### src/rtl/mult_seq_ctrl_pkg.sv
// Shared encodings for the shift-and-add multiplier sequencer: FSM states
// and the control codes understood by the external Q shift register.
package mult_seq_ctrl_pkg;

    typedef enum logic [1:0] {
        IDLE = 2'd0,
        RUN  = 2'd1,
        DONE = 2'd2
    } state_e;

    // Q shift-register control codes (its ctrl pins).
    localparam logic [1:0] CTRL_HOLD = 2'b00;
    localparam logic [1:0] CTRL_SHR  = 2'b01;
    localparam logic [1:0] CTRL_SHL  = 2'b10;
    localparam logic [1:0] CTRL_LOAD = 2'b11;

endpackage : mult_seq_ctrl_pkg

### src/rtl/mult_seq_ctrl_if.sv
// Bus between the multiplier sequencer and its environment: start/done
// handshake, operands, product, and the pins of the external Q register.
// master = requester plus Q register side, slave = the sequencer.
interface mult_seq_ctrl_if #(
    parameter int WIDTH = 8
);
    logic                   start;
    logic [WIDTH-1:0]       a_in;
    logic [WIDTH-1:0]       b_in;
    logic [WIDTH-1:0]       q_in;
    logic [1:0]             q_ctrl;
    logic                   q_sinr;
    logic                   q_sinl;
    logic [WIDTH-1:0]       q_data;
    logic                   busy;
    logic                   done;
    logic [2*WIDTH-1:0]     product;

    modport master (
        output start, a_in, b_in, q_in,
        input  q_ctrl, q_sinr, q_sinl, q_data, busy, done, product
    );

    modport slave (
        input  start, a_in, b_in, q_in,
        output q_ctrl, q_sinr, q_sinl, q_data, busy, done, product
    );
endinterface : mult_seq_ctrl_if

### src/rtl/mult_seq_ctrl_add_step.sv
// One add step of the shift-and-add multiplier: adds the multiplicand to
// the high product half when the current multiplier bit is set. The extra
// MSB keeps the carry so it shifts back into A without overflow.
module mult_add_step #(
    parameter int WIDTH = 8
) (
    input  logic [WIDTH-1:0] acc_i,
    input  logic [WIDTH-1:0] mcand_i,
    input  logic             add_en_i,
    output logic [WIDTH:0]   sum_o
);
    // Conditional (WIDTH+1)-bit add.
    always_comb begin
        if (add_en_i) begin
            sum_o = {1'b0, acc_i} + {1'b0, mcand_i};
        end else begin
            sum_o = {1'b0, acc_i};
        end
    end
endmodule : mult_add_step

### src/rtl/mult_seq_ctrl.sv
// Sequencer and accumulator for the 8-bit shift-and-add multiplier.
// Holds the multiplicand (M) and the high product half (A), and steers the
// external Q shift register: load the multiplier, then one add-and-shift-
// right per clock for WIDTH clocks. Product is {A, Q}.
module mult_seq_ctrl
    import mult_seq_ctrl_pkg::*;
#(
    parameter int WIDTH = 8,   // must equal the Q register width (8)
    parameter int CNT_W = 4    // 2**CNT_W must exceed WIDTH
) (
    input  logic           clk,
    input  logic           rst,
    mult_seq_ctrl_if.slave bus
);
    state_e             state_q, state_d;
    logic [WIDTH-1:0]   a_q, a_d;
    logic [WIDTH-1:0]   m_q, m_d;
    logic [CNT_W-1:0]   cnt_q, cnt_d;
    logic [WIDTH:0]     sum;
    logic [1:0]         q_ctrl;
    logic               q_sinr;
    logic               busy;
    logic               done;

    mult_add_step #(.WIDTH(WIDTH)) u_add_step (
        .acc_i    (a_q),
        .mcand_i  (m_q),
        .add_en_i (bus.q_in[0]),
        .sum_o    (sum)
    );

    // State, accumulator, multiplicand and iteration count registers.
    always_ff @(posedge clk) begin
        if (!rst) begin
            state_q <= IDLE;
            a_q     <= '0;
            m_q     <= '0;
            cnt_q   <= '0;
        end else begin
            // NOTE: non-blocking assignments so every register samples the
            // pre-edge values, regardless of statement order.
            state_q <= state_d;
            a_q     <= a_d;
            m_q     <= m_d;
            cnt_q   <= cnt_d;
        end
    end

    // Next-state logic and Q-register steering.
    always_comb begin
        // NOTE: every output gets a default first, so no path through the
        // case statement can leave one unassigned and infer a latch.
        state_d = state_q;
        a_d     = a_q;
        m_d     = m_q;
        cnt_d   = cnt_q;
        q_ctrl  = CTRL_HOLD;
        q_sinr  = 1'b0;
        busy    = 1'b0;
        done    = 1'b0;

        case (state_q)
            IDLE: begin
                if (bus.start) begin
                    q_ctrl  = CTRL_LOAD;
                    busy    = 1'b1;
                    m_d     = bus.a_in;
                    a_d     = '0;
                    cnt_d   = '0;
                    state_d = RUN;
                end
            end
            RUN: begin
                q_ctrl = CTRL_SHR;
                q_sinr = sum[0];
                busy   = 1'b1;
                a_d    = sum[WIDTH:1];
                cnt_d  = cnt_q + 1'b1;
                if (cnt_q == CNT_W'(WIDTH - 1)) begin
                    state_d = DONE;
                end
            end
            DONE: begin
                done    = 1'b1;
                state_d = IDLE;
            end
            default: begin
                state_d = IDLE;
            end
        endcase
    end

    assign bus.q_ctrl  = q_ctrl;
    assign bus.q_sinr  = q_sinr;
    assign bus.q_sinl  = 1'b0;
    assign bus.q_data  = bus.b_in;
    assign bus.busy    = busy;
    assign bus.done    = done;
    assign bus.product = {a_q, bus.q_in};

endmodule : mult_seq_ctrl

### src/flat_wrapper.sv
// flat-port wrapper written by rule: the top's interface ports become plain ports
module mult_seq_ctrl_flat import mult_seq_ctrl_pkg::*;
#(
    parameter int WIDTH = 8,                                         
    parameter int CNT_W = 4                                 
)
  (clk, rst, bus_start, bus_a_in, bus_b_in, bus_q_in, bus_q_ctrl, bus_q_sinr, bus_q_sinl, bus_q_data, bus_busy, bus_done, bus_product);
  mult_seq_ctrl_if #(.WIDTH(WIDTH)) bus_i ();
  input  logic clk;
  input  logic rst;
  input wire logic [$bits(bus_i.start)-1:0] bus_start;
  input wire logic [$bits(bus_i.a_in)-1:0] bus_a_in;
  input wire logic [$bits(bus_i.b_in)-1:0] bus_b_in;
  input wire logic [$bits(bus_i.q_in)-1:0] bus_q_in;
  output wire logic [$bits(bus_i.q_ctrl)-1:0] bus_q_ctrl;
  output wire logic [$bits(bus_i.q_sinr)-1:0] bus_q_sinr;
  output wire logic [$bits(bus_i.q_sinl)-1:0] bus_q_sinl;
  output wire logic [$bits(bus_i.q_data)-1:0] bus_q_data;
  output wire logic [$bits(bus_i.busy)-1:0] bus_busy;
  output wire logic [$bits(bus_i.done)-1:0] bus_done;
  output wire logic [$bits(bus_i.product)-1:0] bus_product;
  assign bus_i.start = bus_start;
  assign bus_i.a_in = bus_a_in;
  assign bus_i.b_in = bus_b_in;
  assign bus_i.q_in = bus_q_in;
  assign bus_q_ctrl = bus_i.q_ctrl;
  assign bus_q_sinr = bus_i.q_sinr;
  assign bus_q_sinl = bus_i.q_sinl;
  assign bus_q_data = bus_i.q_data;
  assign bus_busy = bus_i.busy;
  assign bus_done = bus_i.done;
  assign bus_product = bus_i.product;
  mult_seq_ctrl #(.WIDTH(WIDTH), .CNT_W(CNT_W)) u_core (.clk(clk), .rst(rst), .bus(bus_i));
endmodule
### config.mk
export PLATFORM = sky130hd
export DESIGN_NAME = mult_seq_ctrl_flat
export DESIGN_NICKNAME = d
export VERILOG_FILES = /design/src/rtl/mult_seq_ctrl_pkg.sv /design/src/rtl/mult_seq_ctrl_if.sv /design/src/rtl/mult_seq_ctrl_add_step.sv /design/src/rtl/mult_seq_ctrl.sv /design/src/flat_wrapper.sv
export SDC_FILE = /design/constraint.sdc
export NUM_CORES = 1
export LEC_CHECK = 0
export ABC_AREA = 0
export BUFFER_PORTS_ARGS = -buffer_cell sky130_fd_sc_hd__buf_2
export CORE_MARGIN = 3
export CORE_UTILIZATION = 50
export CTS_BUF_LIST = sky130_fd_sc_hd__clkbuf_8
export DETAILED_ROUTE_END_ITERATION = 7
export GPL_TIMING_DRIVEN = 0
export PLACE_DENSITY = 0.91
export SETUP_SLACK_MARGIN = 0.3
export SYNTH_ARGS = -nofsm -noshare
export SYNTH_HDL_FRONTEND = slang
export SYNTH_HIERARCHICAL = 1
export SYNTH_SLANG_ARGS = --single-unit
### constraint.sdc
create_clock -name clk -period 3.5 [get_ports clk]
set_clock_uncertainty 0.1 [all_clocks]
set_input_delay 0.175 -clock clk [delete_from_list [all_inputs] [get_ports clk]]
set_output_delay 0.175 -clock clk [all_outputs]
set_load 0.03 [all_outputs]
# After elaboration in Yosys (flattened, before gate mapping)

Cells that the tools add are included.

Register bits after elaboration: 22
Latch bits: 0
Bits in writable memories: 0
ROM bits: 0
Output and inout bits: 30
Word-level logic and storage cells: 30
Memories: 0

Add/sub/neg operators: 2
Multiply operators: 0
Div/mod/pow operators: 0
$lt $le $gt $ge: 0
Equality and inequality tests: 5
Shift operators: 0
Multiplexer cells: 14
Bitwise gates (word level): 0
Reductions and logical operators: 5

Operators by type and width:

| operator              | number |
|---|---|
| $pmux W8 S2           | 1 |
| $add A8 B8 Y9         | 1 |
| $mux W9               | 1 |
| $mux W8               | 1 |
| $pmux W2 S2           | 2 |
| $pmux W4 S2           | 1 |
| $mux W2               | 3 |
| $reduce_and A2 Y1     | 3 |
| $add A4 B1 Y4 const B | 1 |
| $eq A4 B3 Y1 const B  | 1 |
| $mux W4               | 1 |
| $mux W1               | 3 |
| $eq A2 B1 Y1 const B  | 1 |
| $eq A2 B2 Y1 const B  | 1 |
| $logic_not A2 Y1      | 1 |
| $ne A2 B1 Y1 const B  | 1 |
| $ne A2 B2 Y1 const B  | 1 |
| $pmux W1 S2           | 1 |
| $reduce_bool A2 Y1    | 1 |

# Depth between registers and ports, before layout

Gate-level depths: netlist (run 1).

Depth after elaboration: 3
Gate-level depth with buffers: 8
Depth with buffers taken out: 8

# Hierarchy

Netlist (run 1), hierarchy kept.

Modules (own cells, without submodules):

| module        | instances | cells an instance | area each (um2) |
|---|---|---|---|
| mult_seq_ctrl | 1         | 98                | 1,008.5 |
| mult_add_step | 1         | 65                | 483.0 |

# Worst setup path before layout (run 1)

No wires, ideal clock.

Path type: register to register
From: register u_core.a_q[0]
To: register u_core.a_q[3]
Library setup time: 0.117 ns
Arrival time: 2.005 ns
Setup slack: 1.278 ns
Cell stages (with the launch flop): 9
Path buffers: 0
Period minus slack after synthesis: 2.222 ns
Cell sequence: dfxtp_1 -> ha_1 -> inv_1 -> fa_1 -> nor2b_4 -> o31a_1 -> a21oi_1 -> mux2_2 -> a22o_1

Word-level cells in the longest chain between the ends: 3

RTL lines:

| what                    | line                         | source |
|---|---|---|
| from (decl)             | mult_seq_ctrl.sv:16          | `logic [WIDTH-1:0] a_q, a_d;` |
| from (signal assigned)  | mult_seq_ctrl.sv:36          | `a_q <= '0;` |
| from (signal assigned)  | mult_seq_ctrl.sv:43          | `a_q <= a_d;` |
| $add A8 B8 Y9           | mult_seq_ctrl_add_step.sv:15 | `sum_o = {1'b0, acc_i} + {1'b0, mcand_i};` |
| $mux W9                 | mult_seq_ctrl_add_step.sv:14 | `if (add_en_i) begin` |
| named net u_core.sum[4] | mult_seq_ctrl.sv:19          | `logic [WIDTH:0] sum;` |
| $pmux W8 S2             | mult_seq_ctrl.sv:62          | `case (state_q)` |

The timed path passes the listed nets, and every way through them passes these cells.
A chain may end at the register's enable or synchronous reset.

# Worst setup path after layout (run 1)

Same ends and word-level chain as after synthesis.

==> impl_metrics.json, run 1 <==
{
  "slew_violations": 0,
  "hold_violations": 0,
  "hpwlAfterDp_um": 2390,
  "setup_viol": 0,
  "n_antenna_cell": 0,
  "maxCapViolations": 0,
  "yosysWarnings": 6,
  "p_int_w": 0.000484,
  "most-common-layout-cells": "buf_2 (42), dfxtp_1 (22), buf_4 (19), nor2_1 (14)",
  "die-area_um2": 3670,
  "grt_max_degree": 14,
  "synthMuxAreaShare_pct": 8.31,
  "fill_cells": 252,
  "fp-row-count": 19,
  "synth-compound-area-share_pct": 18.0,
  "io-pin-count": 57,
  "fin_nets": 245,
  "async_flop_share_pct": 0,
  "clock.fmax_mhz": 457,
  "p_per_area_nw_per_um2": 373,
  "worstMarginPinSlew_ps": 531,
  "clkPwrFrac_pct": 35.5,
  "dr.pass1.iters": 4,
  "core_area_um2": 2810,
  "seqPwrFrac_pct": 40.2,
  "synth_top_family_by_area": "simple AND/OR/NAND/NOR gates",
  "drtIter0Drc": 49,
  "p_switching_w": 0.000188,
  "htree_levels": 1,
  "synthSimpleGateAreaFrac_pct": 19.2,
  "p_sw_share_pct": 27.9,
  "yosys.cell_types.count": 47,
  "seq_area_frac_synth_pct": 29.5,
  "ys.flop_type": "dfxtp_1",
  "tritoncts": "done",
  "fp.dieW_um": 60.6,
  "hold_path_class": "input pin to flop",
  "wl_per_cell_um": 13.5,
  "rsz0062_at_grt": "no",
  "layout-drive-gt1-share_pct": 37.2,
  "p_leak_nw": 0.856,
  "route.detailed.drc": 0,
  "cts_resized": 0,
  "finalCriticalPeriod_ps": 2190,
  "tns_ps": 0,
  "grt_pass1_wl_um": 4900,
  "numClockSinks": 22,
  "numPortBuffers": 40,
  "initial_utilization_pct": 53.2,
  "period_share_pct": 62.5,
  "antenna_found_initial": 0,
  "finish.utilization_pct": 64.2,
  "worst-path-max-fanout": 4,
  "chipHeight_um": 60.6,
  "root_buffer": "clkbuf_8",
  "drt-total-wl_um": 3210,
  "postSynthAreaPerCell_um2": 9.15,
  "routed_via_density": 5.50,
  "synthTopCellsByArea": "dfxtp_1 (30%), buf_4 (9.6%), ha_1 (7.6%), mux2i_1 (6.0%), a22o_1 (5.9%)",
  "critPathLaunchType": "flop",
  "place_congestion": 0.857,
  "syn_area_um2": 1490,
  "syn_inst": 163,
  "synth-edff-count": 0,
  "cts.clk_slew.worst_paths_ps": 80,
  "end_kind": "flop",
  "synthXorXnorAreaFrac_pct": 0.587,
  "postRouteAntennaNets": 0,
  "ctsLongestPathBuffers": 2,
  "yosys.area_share.adder_pct": 8.89,
  "synth_nets": 200,
  "cts_inserted_buffers": 3,
  "status": "finished clean",
  "grt_use_total_pct": 17.9,
  "grt-ovfl-total": 0,
  "holdBufCountCts": 0,
  "slew_headroom_pct": 64.6,
  "insertion_delay_ps": 270,
  "yosys.area.top_type_share_pct": 29.5,
  "yosys.area.top_type": "dfxtp_1",
  "cp.arrival_ps": 2250,
  "path_class": "flop to flop",
  "grt_pass1_vias": 1140,
  "vdd_ir_drop_max_uv": 214,
  "area_growth_pct": 20.8,
  "post_cts_buffers": 0,
  "vias": 1309,
  "final_common_cell": "buf_2",
  "p_comb_share_pct": 24.3,
  "ys_ff_latch": 22,
  "cp.required_ps": 3570
}
[cells in the mapped netlist (all sizes together), types with 4 or more instances]
cell / instances
a22o: 10
buf: 24
dfxtp: 22
ha: 9
inv: 10
mux2i: 9
nand3: 4
nand3b: 5
nor2: 14
o21ai: 6
[per-stage QoR]
stage          power (W)  hold slack, ps  area [um^2]  worst slack [ps]  instances
2_1_floorplan   0.000400             208         1490              1280        163
3_3_place_gp    0.000434             308         1730              1390        234
3_5_place_dp    0.000438             322         1730              1380        234
4_1_cts         0.000678            40.6         1800              1330        238
5_1_grt         0.000702            54.6         1800              1220        238
6_report        0.000672            43.8         1800              1310        238
[layout make-up]
cell class / instances / area [um^2] / share of cell area, %
Multi-Input combinational cell: 106 / 823 / 45.7
Sequential cell: 22 / 440 / 24.4
Timing Repair Buffer: 40 / 200 / 11.1
Buffer: 25 / 190 / 10.6
Clock buffer: 3 / 41.3 / 2.29
Tap cell: 31 / 38.8 / 2.15
Inverter: 10 / 37.5 / 2.08
Clock inverter: 1 / 30.0 / 1.67
[power groups by stage]
stage               clock network [W]  registers, W  logic (W)
CTS                          0.000244      0.000270   0.000163
finish                       0.000239      0.000270   0.000163
floorplan                           0      0.000279   0.000121
global placement                    0      0.000275   0.000158
global route                 0.000253      0.000272   0.000177
detailed placement                  0      0.000276   0.000162
[critical path, cell delays in order (launching register included)]
cell	delay [ps]
dfxtp_1	390
ha_1	200
inv_1	70
fa_1	430
nor2b_4	130
o31a_1	210
a21oi_1	70
mux2_2	280
a22o_1	200
[cell families after synthesis]
logic type | after synthesis
DFF | 22
adders and majority gates | 10
and+or+nand+nor | 47
muxes | 12
other | 1
xor gates and xnor gates | 1
AOI/OAI and AO/OA | 35
buffers and inverters | 35
[registers in the layout (all words and copies together) (netlist names)]
signal and cells:
u_core/a_q 8, u_core/m_q 8, u_core/cnt_q 4, u_core/state_q 2
[metal layers]
| metal | global-route usage [%] | vias up | part of all wire [%] |
|---|---|---|---|
| met2 | 30.1 | 53 | 48 |
| met3 | 2.77 | 7 | 5.8 |
| met4 | 9.91 | 0 | 2.4 |
| met1 | 21.8 | 589 | 43 |
| met5 | 0 | - | 0 |
| li1 | - | 660 | - |
[final timing paths]
check | from | end | slack (ps) | cells after the start
worst min-delay path | bus_a_in[7] | u_core/m_q[7] | 40 | 3
worst min register to register | u_core/cnt_q[3] | u_core/cnt_q[3] | 410 | 2
worst max-delay path | u_core/a_q[0] | u_core/a_q[3] | 1310 | 8
worst max register to register | u_core/a_q[0] | u_core/a_q[3] | 1310 | 8
No activity file was read; power rests on OpenSTA's default activity.
==> inputs of run 2 (changes only) <==
- CORE_UTILIZATION: 50 -> 46
- PLACE_DENSITY: 0.91 -> 0.89
- clock period: 3.5 -> 1.9 ns (I/O delays scaled with it)
==> run 2 against run 1 <==
Against the previous run: the run now ends with setup timing left; cell count increased by 13%; hold slack improved by 6.2 ps; setup slack worse by 1400 ps; combinational power grew 120%; critical path type unchanged; critical endpoint unchanged; largest cell class unchanged; largest power group unchanged; highest routed layer unchanged.
==> impl_metrics.json, run 2 (same netlist as run 1, synthesis figures left out) <==
{
  "status": "finished, violations left",
  "violations": "setup timing",
  "antenna_found_initial": 0,
  "fill_cells": 238,
  "p_int_w": 0.000934,
  "p_per_area_nw_per_um2": 611,
  "insertion_delay_ps": 260,
  "worstMarginPinSlew_ps": 522,
  "wl_met3_um": 231,
  "cts.clk_slew.worst_paths_ps": 90,
  "reg.largest.list": "u_core/a_q: 8 flops, u_core/m_q: 8 flops, u_core/cnt_q: 4 flops",
  "most-common-layout-cells": "buf_2 (40), buf_4 (26), dfxtp_1 (16), nor2_1 (14), a22o_1 (10)",
  "p_sw_share_pct": 28.6,
  "route.detailed.drc": 0,
  "drtIter0Drc": 45,
  "fp.dieW_um": 62.9,
  "cp.required_ps": 1960,
  "cpPeakStageDelay_ps": 370,
  "numPortBuffers": 40,
  "n_antenna_cell": 0,
  "setup_viol": 4,
  "clkPwrFrac_pct": 33.9,
  "routed_via_density": 5.23,
  "grt_pass1_vias": 1430,
  "vias": 1406,
  "area_growth_pct": 43.5,
  "period_share_pct": 104,
  "timing.final.ws_setup_ps": -73.4,
  "hpwlAfterDp_um": 2440,
  "whs_ps": 49.9,
  "crit_chain": "ha_4 -> inv_2 -> fa_2 -> nor2b_4 -> o31a_1 -> a21oi_2 -> mux2_4 -> a22o_1",
  "hold_violations": 0,
  "io-pin-count": 57,
  "fin_nets": 263,
  "finalNonFillerCells": 269,
  "grt_max_degree": 14,
  "clock.fmax_mhz": 507,
  "grt-ovfl-total": 0,
  "htree_levels": 1,
  "layout-drive-gt1-share_pct": 48.4,
  "rsz0062_at_grt": "yes",
  "p_leak_nw": 0.952,
  "final_common_cell": "buf_2",
  "ctsLongestPathBuffers": 2,
  "p_comb_share_pct": 27.7,
  "seqPwrFrac_pct": 38.4,
  "cts_inserted_buffers": 3,
  "grt_pass1_wl_um": 6470,
  "postRouteAntennaNets": 0,
  "wl_per_cell_um": 14.7,
  "numClockSinks": 22,
  "slew_violations": 0,
  "reg2reg_slack_ps": -70,
  "initial_utilization_pct": 48.5,
  "wl_met2_um": 1960,
  "critPathLaunchType": "flop",
  "register_area_um2": 453,
  "dr.pass1.iters": 4,
  "grt_use_total_pct": 19.8,
  "place_congestion": 0.810,
  "tritoncts": "done",
  "core_area_um2": 3080,
  "chipHeight_um": 62.9,
  "place_inst": 247,
  "cp.arrival_ps": 2030,
  "p_switching_w": 0.000375,
  "finalCriticalPeriod_ps": 1970,
  "vdd_ir_drop_max_uv": 408,
  "crit_path_top_delay_cell": "dfxtp_4",
  "maxCapViolations": 0,
  "pre_cts_slack_ps": -128,
  "end_kind": "flop",
  "path_class": "flop to flop",
  "fp-row-count": 20,
  "fin_area_um2": 2140,
  "drt-total-wl_um": 3950,
  "die-area_um2": 3960,
  "slew_headroom_pct": 65.2,
  "root_buffer": "clkbuf_8",
  "placed_cell_area_um2": 1770,
  "multi_input_area_um2": 950,
  "met1_length_um": 1730,
  "finish.utilization_pct": 69.6,
  "hold_path_class": "input pin to flop",
  "worst-path-max-fanout": 4,
  "highest_layer": "met4"
}
-- run 2: cell types whose count changed in the layout (fill, tap and decap cells not counted), moves of 3 or more --
| cell | before | now |
|---|---|---|
| dfxtp_2 | 0 | 4 |
| dfxtp_1 | 22 | 16 |
| ha_1 | 9 | 3 |
| buf_6 | 3 | 6 |
| ha_4 | 0 | 6 |
| o21ai_2 | 0 | 3 |
| dlygate4sd3_1 | 0 | 8 |
| o21ai_0 | 6 | 2 |
| buf_4 | 19 | 26 |
-- run 2: area by class of cell --
type	instances	area share (%)
Buffer	25	8.88
Clock buffer	3	1.93
Clock inverter	1	1.40
Inverter	10	1.75
Multi-Input combinational cell	106	44.4
Sequential cell	22	21.2
Tap cell	44	2.57
Timing Repair Buffer	58	17.9
-- run 2: path summary, 6_finish.rpt --
check                     start           endpoint  cells after the start
setup / recovery  u_core/a_q[0]      u_core/a_q[3]                      8
hold / removal              rst  u_core/state_q[0]                      2
setup reg to reg  u_core/a_q[0]      u_core/a_q[3]                      8
hold reg to reg   u_core/m_q[7]      u_core/m_q[7]                      2
-- run 2: through the flow --
step                      TNS [ps]  power, W
after global placement        -140  0.000800
after detailed placement      -210  0.000809
after CTS                    -29.3   0.00129
final                         -210   0.00131
after global routing          -476   0.00137
after floorplan              -55.9  0.000736
-- run 2: power by group through the flow --
stage               sequential, W  clock, W  combinational, W
floorplan                0.000513         0          0.000223
global placement         0.000507         0          0.000293
detailed placement       0.000508         0          0.000300
CTS                      0.000503  0.000451          0.000335
global route             0.000506  0.000472          0.000389
finish                   0.000503  0.000443          0.000362
-- run 2: metal layers --
layer | up-vias | track usage (%)
met3 | 4 | 3.06
met5 | - | 0
met4 | 0 | 5.79
met2 | 59 | 35.2
li1 | 690 | -
met1 | 653 | 24.3
-- run 2: critical path: cells and delay by family (launching register included) --
kind / cells / cell delay [ps]
flops: 1 / 370
buf+inv: 1 / 40
simple gates: 1 / 130
fa+ha+maj: 2 / 510
mux: 1 / 260
compound gates: 3 / 460
-- run 2: timing repair --
action	CTS	global route
endpoints found under the setup margin	8	9
gates resized for setup	19	9
pin swaps	13	7
endpoints found under the hold margin	8	0
setup buffers	6	4
hold buffers	8	0
==> inputs of run 3 (changes only) <==
- RECOVER_POWER: unset -> 25
==> run 3 against run 2 <==
Against the previous run: the run still ends with setup timing left; wire length barely moved; critical path depth unchanged; combinational power is essentially flat; global-route usage unchanged; non-clock buffer count unchanged; power fell by 0.27%; sequential share of layout area increased by 0.14 points; first-iteration DRC count unchanged; cell area fell by 0.64%.
==> impl_metrics.json, run 3 (same netlist as run 1, synthesis figures left out) <==
{
  "reg.largest.list": "u_core/a_q: 8 flops, u_core/m_q: 8 flops, u_core/cnt_q: 4 flops",
  "initial_utilization_pct": 48.5,
  "route.detailed.drc": 0,
  "finalNonFillerCells": 269,
  "hpwlAfterDp_um": 2440,
  "n_antenna_cell": 0,
  "cts_inserted_buffers": 3,
  "chipHeight_um": 62.9,
  "ff2ff_path_depth": 8,
  "tns_ps": -208,
  "drt-total-wl_um": 3950,
  "fp-row-count": 20,
  "fp.dieW_um": 62.9,
  "postRouteAntennaNets": 0,
  "place_inst": 247,
  "root_buffer": "clkbuf_8",
  "grt_use_total_pct": 19.8,
  "pre_cts_slack_ps": -128,
  "timing.final.ws_setup_ps": -73.0,
  "cts.clk_slew.worst_paths_ps": 90,
  "antenna_found_initial": 0,
  "vdd_ir_drop_max_uv": 403,
  "status": "finished, violations left",
  "hold_violations": 0,
  "period_share_pct": 104,
  "numPortBuffers": 40,
  "grt_pass1_wl_um": 6470,
  "worstHoldPathCells": 2,
  "path_class": "flop to flop",
  "most-common-layout-cells": "buf_2 (29), buf_4 (26), dfxtp_1 (16), nor2_1 (14), clkbuf_1 (12)",
  "place_congestion": 0.810,
  "grt_pass1_vias": 1430,
  "numClockSinks": 22,
  "cp.arrival_ps": 2030,
  "dr.pass1.iters": 4,
  "io-pin-count": 57,
  "worstMarginPinSlew_ps": 523,
  "maxCapViolations": 0,
  "routed_via_density": 5.26,
  "htree_levels": 1,
  "wl_per_cell_um": 14.7,
  "tritoncts": "done",
  "finalCriticalPeriod_ps": 1970,
  "die-area_um2": 3960,
  "slew_violations": 0,
  "p_per_area_nw_per_um2": 614,
  "grt-ovfl-total": 0,
  "core_area_um2": 3080,
  "p_leak_nw": 0.922,
  "hold_path_class": "input pin to flop",
  "fin_nets": 263,
  "violations": "setup timing",
  "drtIter0Drc": 45,
  "insertion_delay_ps": 260,
  "area_growth_pct": 42.6,
  "vias": 1416,
  "slew_headroom_pct": 65.2,
  "clock.fmax_mhz": 507,
  "layout-drive-gt1-share_pct": 43.6,
  "final_common_cell": "buf_2",
  "rsz0062_at_grt": "yes",
  "critPathLaunchType": "flop",
  "cp.required_ps": 1960,
  "grt_max_degree": 14,
  "setup_viol": 4,
  "ctsLongestPathBuffers": 2,
  "end_kind": "flop",
  "worst-path-max-fanout": 4
}
-- run 3: changes by cell type in the layout (fill, tap and decap cells not counted) --
cell and delta:
buf_2 -11, clkbuf_1 +11
-- run 3: where the power goes --
| part | total, W | leakage, nW | switching (W) | internal (W) |
|---|---|---|---|---|
| clock | 0.000443 | 0.0357 | 0.000161 | 0.000281 |
| sequential | 0.000503 | 0.183 | 0.0000215 | 0.000482 |
| combinational | 0.000359 | 0.703 | 0.000192 | 0.000168 |
| total | 0.00131 | 0.922 | 0.000375 | 0.000931 |
-- run 3: layout make-up --
class | count | area (um^2)
timing repair buffer | 58 | 370
tap | 44 | 55.1
clock buffer | 3 | 41.3
sequential | 22 | 453
clock inverter | 1 | 30.0
fill | 241 | 951
buffer | 25 | 190
multi-input combinational | 106 | 950
inverter | 10 | 37.5
-- run 3: repair_timing --
action,in CTS,in global routing
hold buffers,8,0
endpoints found under the hold margin,8,0
setup buffers,6,4
resized for setup,19,9
endpoints found under the setup margin,8,9
pin swaps,13,7
-- run 3: critical path, stage by stage (launching register included) --
cell,delay [ps]
dfxtp_4,370
ha_4,140
inv_2,40
fa_2,370
nor2b_4,130
o31a_1,210
a21oi_2,50
mux2_4,260
a22o_1,200
-- run 3: per-layer routing --
layer	wire length [um]	vias up	global-route usage (%)
li1	-	691	-
met1	1730	664	24.3
met2	1960	57	35.2
met3	226	4	3.06
met4	31	0	5.79
met5	0	-	0
-- run 3: path summary, 6_finish.rpt --
check                           slack [ps]                 to     startpoint
worst max-delay path                   -70      u_core/a_q[3]  u_core/a_q[0]
worst min-delay path                    50  u_core/state_q[0]            rst
worst max register to register         -70      u_core/a_q[3]  u_core/a_q[0]
worst min register to register         410      u_core/m_q[7]  u_core/m_q[7]
-- run 3: stage by stage --
step / total power (W) / utilization, % / hold WS [ps] / area, um^2
finish: 0.00131 / 69.1 / 53.0 / 2130
global route: 0.00136 / 69.1 / 41.2 / 2130
CTS: 0.00129 / 67.4 / 38.9 / 2070
detailed placement: 0.000809 / 57.6 / 237 / 1770
global placement: 0.000800 / 57.6 / 229 / 1770
floorplan: 0.000736 / - / 128 / 1520
